### config.mk
export PLATFORM = sky130hd
export DESIGN_NAME = sum_block_accumulator
export DESIGN_NICKNAME = d
export VERILOG_FILES = /design/src/rtl/sum_block_accumulator.sv
export SDC_FILE = /design/constraint.sdc
export NUM_CORES = 1
export LEC_CHECK = 0
export CORE_AREA = 3 3 115 62
export CTS_CLUSTER_SIZE = 30
export DETAILED_ROUTE_END_ITERATION = 8
export DIE_AREA = 0 0 118 65
export GPL_TIMING_DRIVEN = 0
export PLACE_DENSITY = 0.87
export SKIP_CTS_REPAIR_TIMING = 1
export SYNTH_ARGS = -nofsm -noshare
export SYNTH_HDL_FRONTEND = slang
export SYNTH_SLANG_ARGS = --single-unit
### constraint.sdc
create_clock -name clk -period 3.45 [get_ports clk]
set_input_delay 0.5175 -clock clk [delete_from_list [all_inputs] [get_ports clk]]
set_output_delay 0.5175 -clock clk [all_outputs]
set_load 0.01 [all_outputs]
### src/rtl/sum_block_accumulator.sv
// Accumulates BLOCK_LEN consecutive adder-stage sums and equality flags into one block
// result, then holds the result on a valid/ready output until downstream takes it.
module sum_block_accumulator #(
    parameter int DATA_W    = 17,
    parameter int ACC_W     = 24,
    parameter int BLOCK_LEN = 4,
    localparam int CNT_W    = $clog2(BLOCK_LEN + 1)
) (
    input  logic              clk,
    input  logic              rst,
    input  logic              in_valid,
    output logic              in_ready,
    input  logic [DATA_W-1:0] in_data,
    input  logic              in_is_eq,
    output logic              out_valid,
    input  logic              out_ready,
    output logic [ACC_W-1:0]  out_sum,
    output logic [CNT_W-1:0]  out_eq_count,
    output logic              out_overflow,
    output logic [1:0]        o_dbg_state
);

    // Handshake: a transfer happens on a rising edge where valid and ready are both 1;
    // the producer must keep its data stable until that edge.
    typedef enum logic [1:0] {
        IDLE  = 2'd0,
        ACCUM = 2'd1,
        HOLD  = 2'd2
    } state_t;

    localparam logic [CNT_W-1:0] CNT_ONE  = CNT_W'(1);
    localparam logic [CNT_W-1:0] CNT_LAST = CNT_W'(BLOCK_LEN);

    state_t             r_state;
    logic [ACC_W-1:0]   r_acc;
    logic [CNT_W-1:0]   r_cnt;
    logic [CNT_W-1:0]   r_eq_cnt;
    logic               r_ovf;
    logic [ACC_W-1:0]   r_out_sum;
    logic [CNT_W-1:0]   r_out_eq;
    logic               r_out_ovf;

    state_t             w_state_nxt;
    logic [ACC_W-1:0]   w_acc_nxt;
    logic [CNT_W-1:0]   w_cnt_nxt;
    logic [CNT_W-1:0]   w_eq_nxt;
    logic               w_ovf_nxt;
    logic               w_load_out;
    logic               w_accept;
    logic [ACC_W-1:0]   w_ext;
    logic [CNT_W-1:0]   w_eq_inc;
    logic [ACC_W:0]     w_sum;

    assign in_ready  = (r_state != HOLD);
    assign w_accept  = in_valid && in_ready;
    assign w_sum     = {1'b0, r_acc} + {1'b0, w_ext};

    always_comb begin
        w_ext              = '0;
        w_ext[DATA_W-1:0]  = in_data;
        w_eq_inc           = '0;
        w_eq_inc[0]        = in_is_eq;
    end

    always_ff @(posedge clk) begin
        if (rst) begin
            r_state   <= IDLE;
            r_acc     <= '0;
            r_cnt     <= '0;
            r_eq_cnt  <= '0;
            r_ovf     <= 1'b0;
            r_out_sum <= '0;
            r_out_eq  <= '0;
            r_out_ovf <= 1'b0;
        end else begin
            r_state  <= w_state_nxt;
            r_acc    <= w_acc_nxt;
            r_cnt    <= w_cnt_nxt;
            r_eq_cnt <= w_eq_nxt;
            r_ovf    <= w_ovf_nxt;
            if (w_load_out) begin
                r_out_sum <= w_acc_nxt;
                r_out_eq  <= w_eq_nxt;
                r_out_ovf <= w_ovf_nxt;
            end
        end
    end

    always_comb begin
        w_state_nxt = r_state;
        w_acc_nxt   = r_acc;
        w_cnt_nxt   = r_cnt;
        w_eq_nxt    = r_eq_cnt;
        w_ovf_nxt   = r_ovf;
        w_load_out  = 1'b0;
        case (r_state)
            IDLE: begin
                if (w_accept) begin
                    w_acc_nxt = w_ext;
                    w_eq_nxt  = w_eq_inc;
                    w_cnt_nxt = CNT_ONE;
                    w_ovf_nxt = 1'b0;
                    if (CNT_ONE == CNT_LAST) begin
                        w_state_nxt = HOLD;
                        w_load_out  = 1'b1;
                    end else begin
                        w_state_nxt = ACCUM;
                    end
                end
            end
            ACCUM: begin
                if (w_accept) begin
                    w_acc_nxt = w_sum[ACC_W-1:0];
                    w_ovf_nxt = r_ovf | w_sum[ACC_W];
                    w_eq_nxt  = r_eq_cnt + w_eq_inc;
                    w_cnt_nxt = r_cnt + CNT_ONE;
                    if (w_cnt_nxt == CNT_LAST) begin
                        w_state_nxt = HOLD;
                        w_load_out  = 1'b1;
                    end
                end
            end
            HOLD: begin
                if (out_ready) begin
                    w_state_nxt = IDLE;
                end
            end
            default: w_state_nxt = IDLE;
        endcase
    end

    // Result registers are loaded only at block completion, so they keep the last block between blocks.
    assign out_valid    = (r_state == HOLD);
    assign out_sum      = r_out_sum;
    assign out_eq_count = r_out_eq;
    assign out_overflow = r_out_ovf;
    assign o_dbg_state  = r_state;

endmodule
==> metrics <==
outcome finished, final reports clean; initial cell density of the core 0.597; Final period util 0.934; syn_area_per_cell 8.11 µm²; Top Family by Delay on Critical Path compound AO/OA/AOI/OAI gates; Pre-antenna DRT Iters 5; Post-Synth Adder-Cell Area 0.0779; Worst R2R Setup Slack between 0.5 and 0.6 ns; initial antenna violation count 0; clk_lat worst skew 0.33 ns; Seq cells post-synth 61; Leak 1.76 nW; RR Startpoint r_acc[0]$_SDFF_PP0_; skew final roughly 0.0046 ns; Final Hold Fails 0; CTS tree yes; Worst EP arrival around 3.5 ns; largest net degree at the start of global routing 13; slowest cell delay on critical path roughly 0.52 ns; grt ovf 0; cell accounting for the most synthesized area dfxtp_1; YS warnings 0; mux contribution to synthesized area 0.0389; ANT cells 0; gr usage total 0.303; syn nets roughly 490; vias around 3800; Die Width between 100 and 150 µm; Clock Path Buffers 2; dpl cells around 600; core area 0.00608 mm²; CTS Root Cell clkbuf_16; Synth Cell Area 0.00363 mm²; port buffer count between 50 and 60; RD Place Congestion ~0.96; Synth async-reset ratio 0; Fmax achieved approximately 310 MHz; post-route insts no fill 605; Main synth FF type dfxtp_1; die area roughly 0.0077 mm²; Syn Inst Count about 450; PD cells approximately 430 mW/mm²; Tightest Pin Transition 0.707 ns; WL final 11300 µm; CP endpoint kind flop; FF-to-FF path depth 10; Fin Setup TNS 0 ns; Hold Path End r_eq_cnt[1]$_SDFF_PP0_; reg-to-reg endpoint out_sum[18]$_SDFFE_PP0P_; NumNets Final around 560; Post-synth EDFFs 0; worst-path fanout max 3; post-route DRC violation count 0; Synth-to-Final Area Change 25.2%; WP buf/inv 2; vias in the first global route between 3000 and 4000; Worst EP required 3.70 ns; layout cells sized above 1 0.0754; HP Class reg -> reg; simple-gate area share of the yosys netlist 0.247; largest cells by area after synthesis dfxtp_1, ha_1, nand2_1; main combinational cell family by area after synthesis simple AND/OR/NAND/NOR gates; Relative slew margins 0.529; Post-DP HPWL just over 8000 µm; Die Ht around 65 µm; H-tree levels 3; maximum VDD drop 0.000286 V; Tmin final ~3.2 ns; crit-path cells clkdlybuf4s50_1 -> ha_1 -> inv_1 -> fa_1 -> and2b_1 -> o211a_1 -> o21ai_0 -> a211oi_1 -> nor2_1 -> or4_1 -> o211ai_1; first-pass GRT wire length about 18000 µm; # IOs 54; CTS sink cnt 61; Detailed Route Iter0 Violations approximately 360; maxcap violations 0; XOR/XNOR Fraction of Synth Area 0.0313; antenna-violating nets left 0; Slew Viols, Final 0; TritonCTS Buffers 9; RSZ-0062 raised after global routing no; count of unique library cells instantiated by Yosys 67; top cell type's share of synthesized area 0.336; drt wl/cell around 19 µm; Via density approximately 6.3; commonest non-fill, non-tap cells in the layout dfxtp_1, clkdlybuf4s50_1, nand2_1; clock-pin transition on the worst setup and hold timing paths about 0.06 ns; Rows 20; most common cell after layout, fill and taps aside dfxtp_1; sequential area share after synthesis 0.336; hold depth 2; kind of critical path in -> reg; Setup violations, final 0; compound-cell area share of the yosys netlist 0.231; critical hold path startpoint r_eq_cnt[1]$_SDFF_PP0_; Critical-path top delay cell a211oi_1; critical path startpoint category primary input
==> kinds of logic (layout without fill, tap and decap cells) <==
group / count (synthesis) / after routing
flops: 61 / 61
mux: 13 / 13
xor+xnor: 13 / 13
simple gates: 177 / 177
fa+ha+maj: 22 / 22
buf+inv: 33 / 102
compound gates: 129 / 129
==> per-layer routing <==
metal  GRT usage  part of all wire  vias to the layer above  wire length [µm]
li1            -                 -                     1757                 -
met1       0.423              0.45                     1846              5110
met2       0.454              0.43                      193              4910
met3      0.0671             0.099                       19              1120
met4       0.126             0.018                        0               202
met5           0                 0                        -                 0
==> worst max path at each step <==
stage | startpoint | endpoint | slack, ns | cells after the start
final | in_data[0] | out_sum[18]$_SDFFE_PP0P_ | 0.23 | 11
after global routing | in_data[0] | out_sum[18]$_SDFFE_PP0P_ | 0.18 | 11
after global placement | in_data[0] | out_sum[18]$_SDFFE_PP0P_ | 0.04 | 11
after detailed placement | in_data[0] | out_sum[18]$_SDFFE_PP0P_ | 0.007 | 11
after CTS | in_data[0] | out_sum[18]$_SDFFE_PP0P_ | 0.34 | 11
after floorplan | in_data[15] | r_acc[23]$_SDFF_PP0_ | 0.97 | 9
==> stage by stage <==
| stage | utilization | power, mW | area, µm² | worst slack (ns) | hold WS [ns] |
|---|---|---|---|---|---|
| 2_1_floorplan | - | 1.01 | 3630 | 0.974 | 0.436 |
| 3_3_place_gp | 0.703 | 1.11 | 4270 | 0.0438 | 0.445 |
| 3_5_place_dp | 0.703 | 1.12 | 4270 | 0.00693 | 0.450 |
| 4_1_cts | 0.748 | 1.95 | 4550 | 0.345 | 0.458 |
| 5_1_grt | 0.748 | 2.03 | 4550 | 0.176 | 0.491 |
| 6_report | 0.748 | 1.96 | 4550 | 0.229 | 0.458 |
==> cell usage after synthesis (all sizes together), types with 2 or more instances <==
cell,count
dfxtp,61
nand2,49
nor2,48
a21oi,37
o21ai,24
ha,21
a211oi,19
clkbuf,17
nand3,13
and3,12
nor2b,9
nor3,9
buf,8
inv,8
o22ai,8
mux2i,7
xor2,7
a21o,6
mux2,6
nand2b,6
o21a,6
xnor2,6
a31oi,5
and4,5
nor4,4
or3,4
nand4,3
nor3b,3
a211o,2
a21boi,2
a221oi,2
a22oi,2
nand3b,2
o211a,2
o211ai,2
o31ai,2
or2,2
or4,2
==> registers in the layout, summed over array words and instances (netlist names) <==
signal        count
out_sum          24
out_overflow      1
o_dbg_state       2
r_cnt             3
r_eq_cnt          3
r_ovf             1
out_eq_count      3
r_acc            24
==> layout make-up <==
cell class	count	area, µm²
Clock buffer	9	225
Clock inverter	7	51.3
Inverter	8	30.0
Fill cell	475	1530
Tap cell	88	110
Sequential cell	61	1220
Timing Repair Buffer	53	531
Buffer	25	106
Multi-Input combinational cell	354	2270
==> power by group <==
group	internal (mW)	leakage [nW]	switching, mW
registers	0.726	0.496	0.0155
logic	0.151	1.14	0.223
clock network	0.487	0.132	0.353
total	1.36	1.76	0.592
==> worst min-delay path: stages, from the launching register on <==
cell and delay, ns:
dfxtp_1 0.31, nand2_1 0.05, a21oi_1 0.05
(Power assumes the default switching activity.)
